<file path="src/rtl/ui_pkg.sv">
// Shared definitions for the button front end: channel indices, default and
// reduced timing sets, and the per-channel event bundle.
package ui_pkg;

  localparam int BTN_R   = 0;
  localparam int BTN_L   = 1;
  localparam int BTN_U   = 2;
  localparam int BTN_D   = 3;
  localparam int BTN_C   = 4;
  localparam int NUM_BTN = 5;

  localparam int DEF_SYNC_STAGES     = 2;
  localparam int DEF_DEBOUNCE_CYCLES = 2**20;
  localparam int DEF_REPEAT_DELAY    = 2**26;
  localparam int DEF_REPEAT_PERIOD   = 2**22;
  localparam int DEF_LONG_COUNT      = 2**27;

  // Short timing so a whole hold/repeat/long sequence fits in a few dozen cycles.
  localparam int SIM_SYNC_STAGES     = 2;
  localparam int SIM_DEBOUNCE_CYCLES = 4;
  localparam int SIM_REPEAT_DELAY    = 10;
  localparam int SIM_REPEAT_PERIOD   = 3;
  localparam int SIM_LONG_COUNT      = 20;

  typedef struct packed {
    logic level;
    logic press;
    logic released;
    logic move;
    logic longp;
  } btn_evt_t;

  function automatic int max_int(input int a, input int b);
    return (a > b) ? a : b;
  endfunction

endpackage

</file>
<file path="src/rtl/btn_channel.sv">
// One button channel: synchroniser, debounce, edge pulses, auto-repeat
// schedule and a one-shot long-press pulse.
module btn_channel
  import ui_pkg::*;
#(
  parameter int SYNC_STAGES     = DEF_SYNC_STAGES,
  parameter int DEBOUNCE_CYCLES = DEF_DEBOUNCE_CYCLES,
  parameter int REPEAT_DELAY    = DEF_REPEAT_DELAY,
  parameter int REPEAT_PERIOD   = DEF_REPEAT_PERIOD,
  parameter int LONG_COUNT      = DEF_LONG_COUNT
) (
  input  logic     clk_i,
  input  logic     rst_i,
  input  logic     noisy_i,
  input  logic     repeat_en_i,
  output btn_evt_t evt_o
);

  localparam int HOLD_MAX = max_int(LONG_COUNT, REPEAT_DELAY);
  localparam int DW       = $clog2(DEBOUNCE_CYCLES + 1);
  localparam int HW       = $clog2(HOLD_MAX + 1);
  localparam int PW       = $clog2(REPEAT_PERIOD + 1);

  localparam logic [DW-1:0] DB_LAST   = DW'(DEBOUNCE_CYCLES - 1);
  localparam logic [HW-1:0] HOLD_TOP  = HW'(HOLD_MAX);
  localparam logic [HW-1:0] DELAY_AT  = HW'(REPEAT_DELAY);
  localparam logic [HW-1:0] LONG_AT   = HW'(LONG_COUNT);
  localparam logic [PW-1:0] PERIOD_AT = PW'(REPEAT_PERIOD);

  logic [SYNC_STAGES-1:0] sync_q;
  logic                   sync_s;
  logic [DW-1:0]          db_cnt_q, db_cnt_d;
  logic                   level_q, level_d;
  logic                   press_q, press_d;
  logic                   release_q, release_d;
  logic [HW-1:0]          hold_q, hold_d, hold_n;
  logic [PW-1:0]          per_q, per_d, per_n;
  logic                   armed_q, armed_d;
  logic                   rep_hit_q, rep_hit_d;
  logic                   long_q, long_d;

  assign sync_s = sync_q[SYNC_STAGES-1];

  always_comb begin
    db_cnt_d  = '0;
    level_d   = level_q;
    press_d   = 1'b0;
    release_d = 1'b0;
    hold_d    = hold_q;
    per_d     = per_q;
    armed_d   = armed_q;
    rep_hit_d = 1'b0;
    long_d    = 1'b0;
    hold_n    = (hold_q == HOLD_TOP) ? hold_q : hold_q + HW'(1);
    per_n     = per_q + PW'(1);

    if (sync_s != level_q) begin
      if (db_cnt_q == DB_LAST) begin
        level_d  = ~level_q;
        db_cnt_d = '0;
      end else begin
        db_cnt_d = db_cnt_q + DW'(1);
      end
    end else begin
      db_cnt_d = '0;
    end

    // Until the first repeat, the hold counter drives the schedule; afterwards
    // the reloading period counter takes over so saturation of hold is harmless.
    if (level_d && !level_q) begin
      press_d = 1'b1;
      hold_d  = '0;
      per_d   = '0;
      armed_d = 1'b0;
    end else if (!level_d && level_q) begin
      release_d = 1'b1;
      hold_d    = '0;
      per_d     = '0;
      armed_d   = 1'b0;
    end else if (level_q) begin
      hold_d = hold_n;
      long_d = (hold_q < LONG_AT) && (hold_n == LONG_AT);
      if (!armed_q) begin
        if (hold_n == DELAY_AT) begin
          rep_hit_d = 1'b1;
          armed_d   = 1'b1;
          per_d     = '0;
        end else begin
          per_d = '0;
        end
      end else if (per_n == PERIOD_AT) begin
        rep_hit_d = 1'b1;
        per_d     = '0;
      end else begin
        per_d = per_n;
      end
    end else begin
      hold_d  = '0;
      per_d   = '0;
      armed_d = 1'b0;
    end
  end

  always_ff @(posedge clk_i) begin
    if (rst_i) begin
      sync_q    <= '0;
      db_cnt_q  <= '0;
      level_q   <= 1'b0;
      press_q   <= 1'b0;
      release_q <= 1'b0;
      hold_q    <= '0;
      per_q     <= '0;
      armed_q   <= 1'b0;
      rep_hit_q <= 1'b0;
      long_q    <= 1'b0;
    end else begin
      sync_q    <= {sync_q[SYNC_STAGES-2:0], noisy_i};
      db_cnt_q  <= db_cnt_d;
      level_q   <= level_d;
      press_q   <= press_d;
      release_q <= release_d;
      hold_q    <= hold_d;
      per_q     <= per_d;
      armed_q   <= armed_d;
      rep_hit_q <= rep_hit_d;
      long_q    <= long_d;
    end
  end

  // The repeat schedule is registered; only the enable is applied in the pulse cycle itself.
  assign evt_o.level    = level_q;
  assign evt_o.press    = press_q;
  assign evt_o.released = release_q;
  assign evt_o.move     = press_q | (rep_hit_q & repeat_en_i);
  assign evt_o.longp    = long_q;

endmodule

</file>
<file path="src/rtl/btn_conditioner.sv">
// Multi-channel button front end: one independent btn_channel per input bit,
// outputs regrouped into per-event vectors.
module btn_conditioner
  import ui_pkg::*;
#(
  parameter int NUM_CH          = NUM_BTN,
  parameter int SYNC_STAGES     = DEF_SYNC_STAGES,
  parameter int DEBOUNCE_CYCLES = DEF_DEBOUNCE_CYCLES,
  parameter int REPEAT_DELAY    = DEF_REPEAT_DELAY,
  parameter int REPEAT_PERIOD   = DEF_REPEAT_PERIOD,
  parameter int LONG_COUNT      = DEF_LONG_COUNT
) (
  input  logic              clk_in,
  input  logic              rst_in,
  input  logic [NUM_CH-1:0] noisy_in,
  input  logic [NUM_CH-1:0] repeat_en_in,
  output logic [NUM_CH-1:0] level_out,
  output logic [NUM_CH-1:0] press_out,
  output logic [NUM_CH-1:0] release_out,
  output logic [NUM_CH-1:0] move_out,
  output logic [NUM_CH-1:0] long_out
);

  btn_evt_t evt_s [NUM_CH];

  for (genvar i = 0; i < NUM_CH; i++) begin : g_ch
    btn_channel #(
      .SYNC_STAGES    (SYNC_STAGES),
      .DEBOUNCE_CYCLES(DEBOUNCE_CYCLES),
      .REPEAT_DELAY   (REPEAT_DELAY),
      .REPEAT_PERIOD  (REPEAT_PERIOD),
      .LONG_COUNT     (LONG_COUNT)
    ) u_ch (
      .clk_i      (clk_in),
      .rst_i      (rst_in),
      .noisy_i    (noisy_in[i]),
      .repeat_en_i(repeat_en_in[i]),
      .evt_o      (evt_s[i])
    );

    assign level_out[i]   = evt_s[i].level;
    assign press_out[i]   = evt_s[i].press;
    assign release_out[i] = evt_s[i].released;
    assign move_out[i]    = evt_s[i].move;
    assign long_out[i]    = evt_s[i].longp;
  end

endmodule

</file>
<file path="config.mk">
export PLATFORM = sky130hd
export DESIGN_NAME = btn_conditioner
export DESIGN_NICKNAME = d
export VERILOG_FILES = /design/src/rtl/ui_pkg.sv /design/src/rtl/btn_channel.sv /design/src/rtl/btn_conditioner.sv
export SDC_FILE = /design/constraint.sdc
export NUM_CORES = 1
export LEC_CHECK = 0
export ABC_CLOCK_PERIOD_IN_PS = 5200
export BUFFER_PORTS_ARGS = -buffer_cell sky130_fd_sc_hd__buf_2
export CELL_PAD_IN_SITES_DETAIL_PLACEMENT = 1
export CELL_PAD_IN_SITES_GLOBAL_PLACEMENT = 1
export CORE_ASPECT_RATIO = 1.2
export CORE_MARGIN = 2
export CORE_UTILIZATION = 40
export CTS_BUF_LIST = sky130_fd_sc_hd__clkbuf_4
export DETAILED_ROUTE_END_ITERATION = 6
export PLACE_DENSITY = 0.79
export SLEW_MARGIN = 20
export SYNTH_ARGS = -nofsm -noshare
export SYNTH_HDL_FRONTEND = slang
export SYNTH_SLANG_ARGS = --single-unit
</file>
<file path="constraint.sdc">
create_clock -name clk_in -period 5.2 [get_ports clk_in]
set_input_delay 0.52 -clock clk_in [delete_from_list [all_inputs] [get_ports clk_in]]
set_output_delay 0.52 -clock clk_in [all_outputs]
set_load 0.05 [all_outputs]
</file>
== Word level (Yosys, flattened, before mapping) ==
Index checks and enable logic that the tools add are counted.

* Register bits after elaboration: 400
* Input bits: 12
* Output and inout bits: 25
* Logic and storage cells: 215

* $add $sub $neg: 15
* Order comparisons: 5
* Equality and inequality tests: 30
* Muxes and demuxes: 45
* Bitwise gates (word level): 25
* Reductions and logical operators: 45

{| class="wikitable"
|+ Operators with widths
! operator !! count
|-
| $eq A28 B28 Y1 const B || 10
|-
| $add A28 B1 Y28 const B || 5
|-
| $eq A28 B27 Y1 const B || 5
|-
| $lt A28 B28 Y1 const B || 5
|-
| $mux W28 || 5
|-
| $add A23 B1 Y23 const B || 5
|-
| $eq A23 B23 Y1 const B || 5
|-
| $add A21 B1 Y21 const B || 5
|-
| $eq A21 B20 Y1 const B || 5
|-
| $mux W1 || 40
|-
| $reduce_or A6 Y1 || 5
|-
| $reduce_or A4 Y1 || 5
|-
| $logic_and A1 B1 Y1 || 15
|-
| $not A1 Y1 || 15
|-
| $reduce_or A3 Y1 || 5
|-
| $logic_not A1 Y1 || 10
|-
| $reduce_or A2 Y1 || 5
|-
| $and A1 B1 Y1 || 5
|-
| $ne A1 B1 Y1 || 5
|-
| $or A1 B1 Y1 || 5
|}

== Longest topological paths before layout ==
Gate-level depths: netlist of the first run.

* Depth after elaboration: 6
* Gate-level depth with buffers: 15
* Mapped depth without buffers: 15

== Modules after synthesis ==
Synthesis of the first run repeated with hierarchy kept, for this count alone.

* Cells, all modules: 2515
* Area total of the unflattened synthesis: 21002.6 µm²

{| class="wikitable"
|+ By module, submodules not included
! module !! times used !! cells each !! area each (µm²) !! sequential area each (µm²)
|-
| btn_channel (g_ch[0].u_ch ...) || 3 || 508 || 4234.1 || 1601.5
|-
| btn_channel (g_ch[2].u_ch) || 1 || 505 || 4195.3 || 1601.5
|-
| btn_channel (g_ch[4].u_ch) || 1 || 486 || 4105.2 || 1601.5
|}

== Worst setup path before layout of the first run ==
Ideal clock, no wire load.

* Path type: register to register
* Start point: reg g_ch[1].u_ch.db_cnt_q[0]
* End point: reg g_ch[1].u_ch.rep_hit_q
* Library setup time: 0.075 ns
* Arrival time: 3.471 ns
* Required time: 5.125 ns
* Slack: 1.654 ns
* Stages on the path, launching flop included: 16
* Buffers on the path: 0
* Period minus slack after synthesis: 3.546 ns
* Cells stage by stage: dfxtp_1 -> ha_1 -> and4_1 -> nand4_1 -> nor2_1 -> nand2_1 -> nor3_1 -> mux2i_1 -> ha_1 -> nand3b_1 -> a21oi_1 -> nor4b_1 -> o311ai_0 -> nor4_1 -> or3b_1 -> o22ai_1

* Word-level cells in the longest chain between the ends: 6
* Elaborated cells between the ends (all ways): 7
* Those cells by class: eq/ne (1); mux (2); reduce/logical (4)

{| class="wikitable"
|+ RTL lines
! item !! RTL line !! source
|-
| start, declared || btn_channel.sv:32 || <nowiki>logic [DW-1:0] db_cnt_q, db_cnt_d;</nowiki>
|-
| start signal, assigned || btn_channel.sv:118 || <nowiki>db_cnt_q <= db_cnt_d;</nowiki>
|-
| $eq A21 B20 Y1 (*) || btn_channel.sv:58 || <nowiki>if (db_cnt_q == DB_LAST) begin</nowiki>
|-
| $mux W1 (*) || btn_channel.sv:58 ||
|-
| $mux W1 (*) || btn_channel.sv:57 || <nowiki>if (sync_s != level_q) begin</nowiki>
|-
| $logic_not A1 Y1 || btn_channel.sv:75 || <nowiki>end else if (!level_d && level_q) begin</nowiki>
|-
| $logic_and A1 B1 Y1 || btn_channel.sv:75 ||
|-
| $reduce_or A4 Y1 (no line) (*) || n/a ||
|-
| end signal, assigned || btn_channel.sv:125 || <nowiki>rep_hit_q <= rep_hit_d;</nowiki>
|-
| end, declared || btn_channel.sv:39 || <nowiki>logic rep_hit_q, rep_hit_d;</nowiki>
|}

Every way passes the cells marked *; elsewhere a longest branch is shown, timed or not.
A chain may end at the register's enable or synchronous reset.

== Worst setup path in the final report of the first run ==
Ends and elaborated chain as after synthesis.

==> results of run 1 <==
[what timing repair did]
item / in CTS / in global routing
hold buffers: 7 / 0
endpoints found under the setup margin: 0 / 0
resized for setup: 0 / 0
endpoints found under the hold margin: 8 / 0
[metal layers]
| layer | share of wire, % | track usage, % | up-vias |
|---|---|---|---|
| li1 | - | - | 8921 |
| met1 | 43 | 21.8 | 8705 |
| met2 | 51 | 35.1 | 223 |
| met3 | 3.5 | 3.51 | 86 |
| met4 | 2.1 | 7.01 | 0 |
| met5 | 0 | 0 | - |
[cell type report]
cell class	count	area (µm²)
inverter	66	248
multi-input combinational	1932	12000
clock buffer	136	1020
tap	697	872
fill	6287	28800
antenna	1	2.50
timing repair buffer	53	325
sequential	400	8010
clock inverter	54	300
[flip-flops by register name, indices dropped and copies added (netlist names)]
signal and count:
g_ch.u_ch.db_cnt_q 105, g_ch.u_ch.sync_q 10, g_ch.u_ch.release_q 5, g_ch.u_ch.level_q 5, g_ch.u_ch.hold_q 140, g_ch.u_ch.long_q 5, g_ch.u_ch.armed_q 5, g_ch.u_ch.press_q 5
g_ch.u_ch.per_q 115, g_ch.u_ch.rep_hit_q 5
[how the worst min path moves through the flow]
stage / cells after the start / end / slack (ns)
after floorplan: 1 / g_ch[4].u_ch.db_cnt_q[0]$_SDFF_PP0_ / 0.41
after global placement: 1 / g_ch[4].u_ch.db_cnt_q[0]$_SDFF_PP0_ / 0.42
after detailed placement: 1 / g_ch[3].u_ch.sync_q[1]$_SDFF_PP0_ / 0.43
after CTS: 3 / g_ch[1].u_ch.sync_q[0]$_SDFF_PP0_ / 0.37
after global routing: 1 / g_ch[3].u_ch.sync_q[1]$_SDFF_PP0_ / 0.47
final: 1 / g_ch[3].u_ch.sync_q[1]$_SDFF_PP0_ / 0.44
[cells in the mapped netlist, types with 43 or more instances]
library cell,n,share of area (%)
nand4_1,101,3.0
nor3_1,59,1.4
nor4_1,58,1.7
nand3_1,170,4.1
nand2_1,157,2.8
xor2_1,182,7.6
nor2_1,461,8.3
clkbuf_1,103,1.8
a21oi_1,44,1.1
and3_1,76,2.3
inv_1,66,1.2
and4_1,43,1.8
dfxtp_1,400,38
xnor2_1,149,6.2
[power by group through the flow]
| stage | registers (mW) | logic (mW) | clock network [mW] |
|---|---|---|---|
| 6_report | 3.07 | 0.0283 | 2.74 |
| 3_3_place_gp | 3.14 | 0.0237 | 0 |
| 2_1_floorplan | 3.14 | 0.0149 | 0 |
| 5_1_grt | 3.07 | 0.0323 | 3.03 |
| 3_5_place_dp | 3.14 | 0.0247 | 0 |
| 4_1_cts | 3.07 | 0.0291 | 2.88 |
[cell families after synthesis]
group / count (synthesis) / share of synthesized area, %
compound gates: 224 / 7.49
xor+xnor: 331 / 13.8
simple gates: 1305 / 32.1
flops: 400 / 38.2
fa+ha+maj: 34 / 2.03
mux: 38 / 1.88
buf+inv: 220 / 4.46
==> results.txt, run 1 <==
Total global-route track usage - 19.1%
Crit path required time - 5.94 ns
Syn avg cell area - 8.21 µm²
Clock share of power - 46.9%
Most frequent cells in the layout - nor2_1 (461), dfxtp_1 (400), xor2_1 (182)
Final hold violation count - 0
Ports - 37
Post-Layout Inst Area - 0.0228 mm²
Max clock buf depth - 3
Die area - 0.0542 mm²
RSZ-0062 raised after global routing - no
Routability Congestion - 0.846
Final net count - 2604
Cells after Synth - 2552
Cell area after synthesis - 0.0209 mm²
Worst slew pin tran - 0.993 ns
Skew-Pair Late Insertion Delay - 0.83 ns
Ys flop type - dfxtp_1
Placed inst area - 0.0214 mm²
Worst setup SP type - flop
Start of the worst register-to-register path - g_ch[1].u_ch.db_cnt_q[0]$_SDFF_PP0_
Reg2reg end - g_ch[1].u_ch.rep_hit_q$_SDFF_PP0_
Remaining global-route overflow - 0
Max VDD drop - 0.131 mV
Most used cell, CP - ha_1
Antenna violations before repair - 2
Post-route setup TNS - 0 ns
Buf/Inv on CP - 1
Post-synth ARST share - 0%
Share of cells above drive strength 1 - 9.96%
Stages on worst setup path - 16
CP max-delay cell - or3b_1
Slew margin rel. - 33.3%
Layout area overhead - 8.81%
Endpoints failing setup - 0
Final Total Pwr - 5.83 mW
Clk sinks - 400
First-pass GRT wire length - 87600 µm
Root Driver - clkbuf_4
Logic gate share of total power - 0.5%
Critical Path Start - g_ch[1].u_ch.db_cnt_q[0]$_SDFF_PP0_
Initial Util - 40.6%
Synthesized Nets - 2598
Dpl ws - 1.05 ns
Setup CP Type - flop to flop
Post-synth cell types - 85
Min-delay src - g_ch[3].u_ch.sync_q[0]$_SDFF_PP0_
Internal power component - 4.46 mW
R2R Setup Slk - 1.08 ns
Non-Filler Instances - 3339
Final core occ - 44.2%
Achievable frequency - 243 MHz
Routed Antenna Nets - 0
Crit-path cells - ha_1, and4_1, nand4_1, nor2_1, nand2_1, nor3_1, mux2i_1, ha_1, nand3b_1, buf_4, a21oi_1, nor4b_1, o311ai_0, nor4_1, or3b_1, o22ai_1
CP max FO - 27
Die H - 255 µm
Detailed-route DRC error count - 0
Vias - 17900
Commonest non-fill, non-tap cell in the layout - nor2_1
Final critical-path share of the clock period - 79.3%
CTS tree - built
CP arrival - 4.86 ns
WL/cell - 15.3 µm
Seq/Total Area, Yosys - 38.2%
Routed wire length - 51000 µm
Inserted Clock Buffers - 105
Yosys reg bits - 400
Hold slack - 0.442 ns
PortBufs - 36
Max Cap Viol - 0
Largest net degree at the start of global routing - 29
Drt first pass iters - 5
1st-iter DRT viols - 779
Setup clock skew after layout - 0.0364 ns
Post-DR vias/cell - 5.37
Vias in the first global route - 18700
Clock-pin slew on the worst setup and hold paths - 0.07 ns
Hpwl dp - 36100 µm
Sw power - 1.37 mW
Number of enable flip-flop cells after synthesis - 0
Worst Reg2Reg Path Length in Cells - 16
Final worst slack - 1.08 ns
Flop pwr share - 52.6%
Top cell family by delay on the critical path - simple AND/OR/NAND/NOR gates
Num rows - 91
Setup crit end - g_ch[1].u_ch.rep_hit_q$_SDFF_PP0_
Leakage power - 7.64 nW
Min cycle time layout - 4.12 ns
Core area - 0.0516 mm²
Worst Setup End Kind - flop
Slowest stage delay, CP - 0.39 ns
Power per cell area - 256 mW/mm²
CTS H-tree lvls - 3
Class of the worst hold path - flop to flop
Status - completed
Setup bufs post-CTS - 0
Die X-Extent - 213 µm
Pins Over Slew Limit - 0
Warnings from Yosys - 0
DP Cell Count - 3141
Sw Ratio - 23.5%
(Power assumes the default switching activity.)
==> inputs of run 2 (changes only) <==
- ABC_CLOCK_PERIOD_IN_PS: 5200 -> 3700
- PLACE_DENSITY: 0.79 -> 0.82
- clock period: 5.2 -> 3.7 ns (I/O delays scaled with it)
==> run 2 against run 1 <==
Via count rose by 1.2%. Flip-flop and latch count did not move. Critical endpoint is now g_ch[3].u_ch.rep_hit_q$_SDFF_PP0_. Non-clock buffer count rose by 29. Final cell count rose by 0.60%. Critical path depth fell by 1. Clock power rose by 39%. Routed wire length rose by 1.5%. First-iteration DRC count fell by 2.3%. Sequential share of layout area fell by 0.39 points.
==> results.txt, run 2 (same netlist as run 1, synthesis figures left out) <==
Status - completed
Top Usage Layer GRT - met2
CTS H-tree lvls - 3
Reg with most FFs - g_ch.u_ch.hold_q
Logic gate share of total power - 0.6%
Crit-path cells - ha_2, and3_4, nand3_2, nor2_2, nand3_2, nor2_2, mux2i_1, ha_1, nand3b_1, a211o_1, o21ai_2, o2111ai_2, a2111o_1, or4_4, a21oi_1
Post-DR vias/cell - 5.40
Share of cells above drive strength 1 - 11.9%
Inserted Clock Buffers - 104
Min cycle time layout - 3.50 ns
Antenna violations before repair - 2
Slowest stage delay, CP - 0.56 ns
Routed Antenna Nets - 0
Final hold violation count - 0
Achievable frequency - 285 MHz
CP arrival - 4.28 ns
Largest register FFs - 140
Routed wire length - 51800 µm
Endpoints failing setup - 0
PortBufs - 36
CP max FO - 4
Routability Congestion - 0.847
WL/cell - 15.4 µm
Hpwl dp - 36500 µm
Setup CP Type - flop to flop
Initial Util - 40.6%
CP max-delay cell - or4_4
Root Driver - clkbuf_4
Internal power component - 6.27 mW
Die X-Extent - 213 µm
Remaining global-route overflow - 0
Core area - 0.0516 mm²
Fillers - 6213
Start of the worst register-to-register path - g_ch[3].u_ch.db_cnt_q[0]$_SDFF_PP0_
Power per cell area - 354 mW/mm²
Leakage power - 7.76 nW
R2R Setup Slk - 0.20 ns
Pins Over Slew Limit - 0
Clk sinks - 400
Vias in the first global route - 19200
Skew-Pair Late Insertion Delay - 0.88 ns
Max Cap Viol - 0
1st-iter DRT viols - 761
Die area - 0.0542 mm²
Flop pwr share - 52.8%
Sw power - 1.90 mW
Worst slew pin tran - 0.872 ns
Clock-pin slew on the worst setup and hold paths - 0.06 ns
Clock share of power - 46.6%
Setup clock skew after layout - 0.0609 ns
Detailed-route DRC error count - 0
Dpl ws - -0.118 ns
Most frequent cells in the layout - nor2_1 (457), dfxtp_1 (397), xor2_1 (182)
Crit path required time - 4.48 ns
Total global-route track usage - 19.6%
Largest net degree at the start of global routing - 30
Grt met3 use - 4.24%
Worst setup SP type - flop
Sw Ratio - 23.2%
Min-delay src - noisy_in[0]
Num rows - 91
Worst Setup End Kind - flop
Critical Path Start - g_ch[3].u_ch.db_cnt_q[0]$_SDFF_PP0_
Final critical-path share of the clock period - 94.7%
Die H - 255 µm
First-pass GRT wire length - 89800 µm
CTS tree - built
Class of the worst hold path - input pin to flop
M1 GR Usage - 22.5%
Final net count - 2632
Layout area overhead - 10.1%
Final worst slack - 0.196 ns
Max VDD drop - 0.203 mV
Vias - 18100
Ports - 37
Hold slack - 0.276 ns
Slew margin rel. - 41.0%
Biggest regs - g_ch.u_ch.hold_q x140, g_ch.u_ch.per_q x115, g_ch.u_ch.db_cnt_q x105
Max clock buf depth - 3
Drt first pass iters - 5
Commonest non-fill, non-tap cell in the layout - nor2_1
Met2 GRT Util - 35.1%
[run 2: cell types whose count changed in the layout (fill, tap and decap cells not counted), sizes merged]
cell,change
buf,+28
bufinv,-2
clkbuf,+17
clkinv,-24
clkinvlp,+1
diode,+1
dlygate4sd3,+1
inv,-2
[run 2: power groups by stage]
stage / registers, mW / logic [mW] / clock network (mW)
CTS: 4.31 / 0.0465 / 4.00
finish: 4.32 / 0.0453 / 3.81
floorplan: 4.41 / 0.0210 / 0
detailed placement: 4.41 / 0.0395 / 0
global route: 4.31 / 0.0502 / 4.23
global placement: 4.41 / 0.0378 / 0
[run 2: critical path, delay by kind of cell, from the launching register on]
kind	cells	cell delay, ns
and+or+nand+nor	7	1.36
AOI/OAI and AO/OA	5	1.10
adders and majority gates	2	0.36
DFF	1	0.35
muxes	1	0.26
[run 2: timing repair]
| item | 4_1_cts | 5_1_grt |
|---|---|---|
| hold buffers | 8 | 0 |
| hold endpoints to repair | 9 | 0 |
| setup buffers | 3 | 3 |
| setup endpoints to repair | 3 | 48 |
| pin swaps | 1 | 10 |
| gates resized for setup | 5 | 20 |
[run 2: final cells by class]
type                            count  area (µm²)  area share (%)
Antenna cell                        2        5.00          0.0217
Clock buffer                      153        1150            4.98
Clock inverter                     27         136           0.591
Inverter                           66         248            1.07
Multi-Input combinational cell   1932       12100            52.4
Sequential cell                   400        8010            34.7
Tap cell                          697         872            3.78
Timing Repair Buffer               82         546            2.37
[run 2: layer usage]
layer	share of wire [%]	wire, µm
met3	3.6	1860
met2	50	26100
met5	0	0
met1	43	22400
met4	2.7	1380
[run 2: metrics by stage]
stage	TNS [ns]	area, µm²	total power [mW]	util (%)	cells
after detailed placement	-0.193	21600	4.45	41.8	3163
final	0	23100	8.17	44.7	3359
after global routing	-0.257	23100	8.59	44.7	3359
after global placement	0	21600	4.45	41.8	3163
after floorplan	0	20900	4.43	-	2552
after CTS	0	23000	8.36	44.5	3354
[run 2: final timing paths]
kind,endpoint,cells after the start
worst min register to register,g_ch[3].u_ch.db_cnt_q[0]$_SDFF_PP0_,1
worst max-delay path,g_ch[3].u_ch.rep_hit_q$_SDFF_PP0_,15
worst max register to register,g_ch[3].u_ch.rep_hit_q$_SDFF_PP0_,15
worst min-delay path,g_ch[0].u_ch.sync_q[0]$_SDFF_PP0_,3
==> inputs of run 3 (changes only) <==
- ABC_CLOCK_PERIOD_IN_PS: 3700 -> 3000
- CORE_UTILIZATION: 40 -> 45
- PLACE_DENSITY: 0.82 -> 0.89
- clock period: 3.7 -> 3 ns (I/O delays scaled with it)
==> run 3 against run 2 <==
Flip-flop and latch count is the same. The flow now finishes with violations (negative setup slack). Register-to-register slack lost 0.79 ns. Utilization grew 7.5 points. Largest cell class unchanged. Sequential power grew 23%. Critical path depth grew 1. Non-clock buffer count grew 88.
==> results.txt, run 3 (same netlist as run 1, synthesis figures left out) <==
Die X-Extent - 201 µm
RSZ-0062 raised after global routing - yes
Remaining global-route overflow - 0
Achievable frequency - 278 MHz
Failing checks - negative setup slack
Vias in the first global route - 20600
Final Total Pwr - 10.4 mW
CTS H-tree lvls - 3
Share of cells above drive strength 1 - 16.6%
Reg with most FFs - g_ch.u_ch.hold_q
Layout area overhead - 14.5%
Final critical-path share of the clock period - 120%
Num rows - 86
Non-Filler Instances - 3365
Drt first pass iters - 5
Vias - 19500
Die H - 240 µm
Largest register FFs - 140
Skew-Pair Late Insertion Delay - 0.86 ns
Clock-pin slew on the worst setup and hold paths - 0.07 ns
Biggest regs - g_ch.u_ch.hold_q x140, g_ch.u_ch.per_q x115, g_ch.u_ch.db_cnt_q x105
Final net count - 2720
Final worst slack - -0.594 ns
Post-DR vias/cell - 5.79
Commonest non-fill, non-tap cell in the layout - nor2_1
Worst Setup End Kind - flop
CP max FO - 2
Initial Util - 45.6%
1st-iter DRT viols - 991
Core area - 0.0459 mm²
Worst slew pin tran - 0.766 ns
Routed wire length - 64300 µm
Placed inst area - 0.0221 mm²
PortBufs - 36
Endpoints failing setup - 23
First-pass GRT wire length - 99500 µm
Power per cell area - 434 mW/mm²
Total global-route track usage - 24.4%
Routed Antenna Nets - 0
Setup CP Type - flop to flop
Setup clock skew after layout - 0.0664 ns
Routability Congestion - 0.892
Max VDD drop - 0.294 mV
Largest net degree at the start of global routing - 30
CP arrival - 4.33 ns
Leakage power - 8.33 nW
Detailed-route DRC error count - 0
Antenna violations before repair - 1
WL/cell - 19.1 µm
Max clock buf depth - 3
Final hold violation count - 0
Pins Over Slew Limit - 0
CTS tree - built
Ports - 37
Most frequent cells in the layout - nor2_1 (455), dfxtp_1 (386), xor2_1 (182)
Inserted Clock Buffers - 104
DP Cell Count - 3150
Clk sinks - 400
Die area - 0.0483 mm²
Crit path required time - 3.74 ns
Min cycle time layout - 3.59 ns
Status - finished, violations left
Root Driver - clkbuf_4
Hpwl dp - 39100 µm
Dpl ws - -0.325 ns
Slew margin rel. - 48.5%
Class of the worst hold path - input pin to flop
Worst setup SP type - flop
Max Cap Viol - 0
Post-Layout Inst Area - 0.0240 mm²
## run 3: stage by stage
stage,hold slack (ns),TNS (ns),util (%)
after floorplan,0.414,-0.170,-
after global placement,0.423,-0.265,48.1
after detailed placement,0.435,-2.97,48.1
after CTS,0.142,-1.15,51.6
after global routing,0.212,-7.88,52.2
final,0.208,-3.02,52.2
## run 3: power by group
group	internal, mW	switching [mW]
clock	2.61	2.42
sequential	5.31	0.00761
combinational	0.0220	0.0332
total	7.95	2.46
## run 3: layer usage
metal	global-route usage, %	vias to the layer above	wire, µm
met3	3.84	193	2410
li1	-	9145	-
met4	11.7	0	2270
met5	0	-	0
met2	47.4	482	34600
met1	25.5	9670	25000
## run 3: path summary, 6_finish.rpt
kind / to / startpoint / slack, ns / cells after the start
setup / recovery: g_ch[1].u_ch.rep_hit_q$_SDFF_PP0_ / g_ch[1].u_ch.db_cnt_q[1]$_SDFF_PP0_ / -0.59 / 16
hold / removal: g_ch[3].u_ch.sync_q[0]$_SDFF_PP0_ / noisy_in[3] / 0.21 / 3
setup reg to reg: g_ch[1].u_ch.rep_hit_q$_SDFF_PP0_ / g_ch[1].u_ch.db_cnt_q[1]$_SDFF_PP0_ / -0.59 / 16
hold reg to reg: g_ch[3].u_ch.sync_q[1]$_SDFF_PP0_ / g_ch[3].u_ch.sync_q[0]$_SDFF_PP0_ / 0.45 / 1
## run 3: layout make-up
| cell class | instances | area, µm² |
|---|---|---|
| Fill cell | 5545 | 22000 |
| Multi-Input combinational cell | 1932 | 12400 |
| Sequential cell | 400 | 8030 |
| Timing Repair Buffer | 170 | 1220 |
| Clock buffer | 156 | 1170 |
| Tap cell | 616 | 771 |
| Inverter | 66 | 248 |
| Clock inverter | 24 | 174 |
| Antenna cell | 1 | 2.50 |
## run 3: repair_timing
action | CTS | global route
hold endpoints to repair | 10 | 0
pin swaps | 14 | 14
endpoints found under the setup margin | 44 | 127
resized for setup | 31 | 36
hold buffers | 6 | 0
buffers inserted | 13 | 20
## run 3: critical path, stage by stage, from the launching register on
cell and delay [ns]:
dfxtp_2 0.36, ha_4 0.14, and4_4 0.21, nand4_1 0.16, nor2_2 0.20, nand2_2 0.13
nor3_4 0.24, mux2i_2 0.28, ha_1 0.18, nand3b_1 0.12, a21oi_2 0.15, nor4b_4 0.25
o311ai_2 0.16, nor4_1 0.20, buf_4 0.16, or3b_4 0.39, o22ai_2 0.16
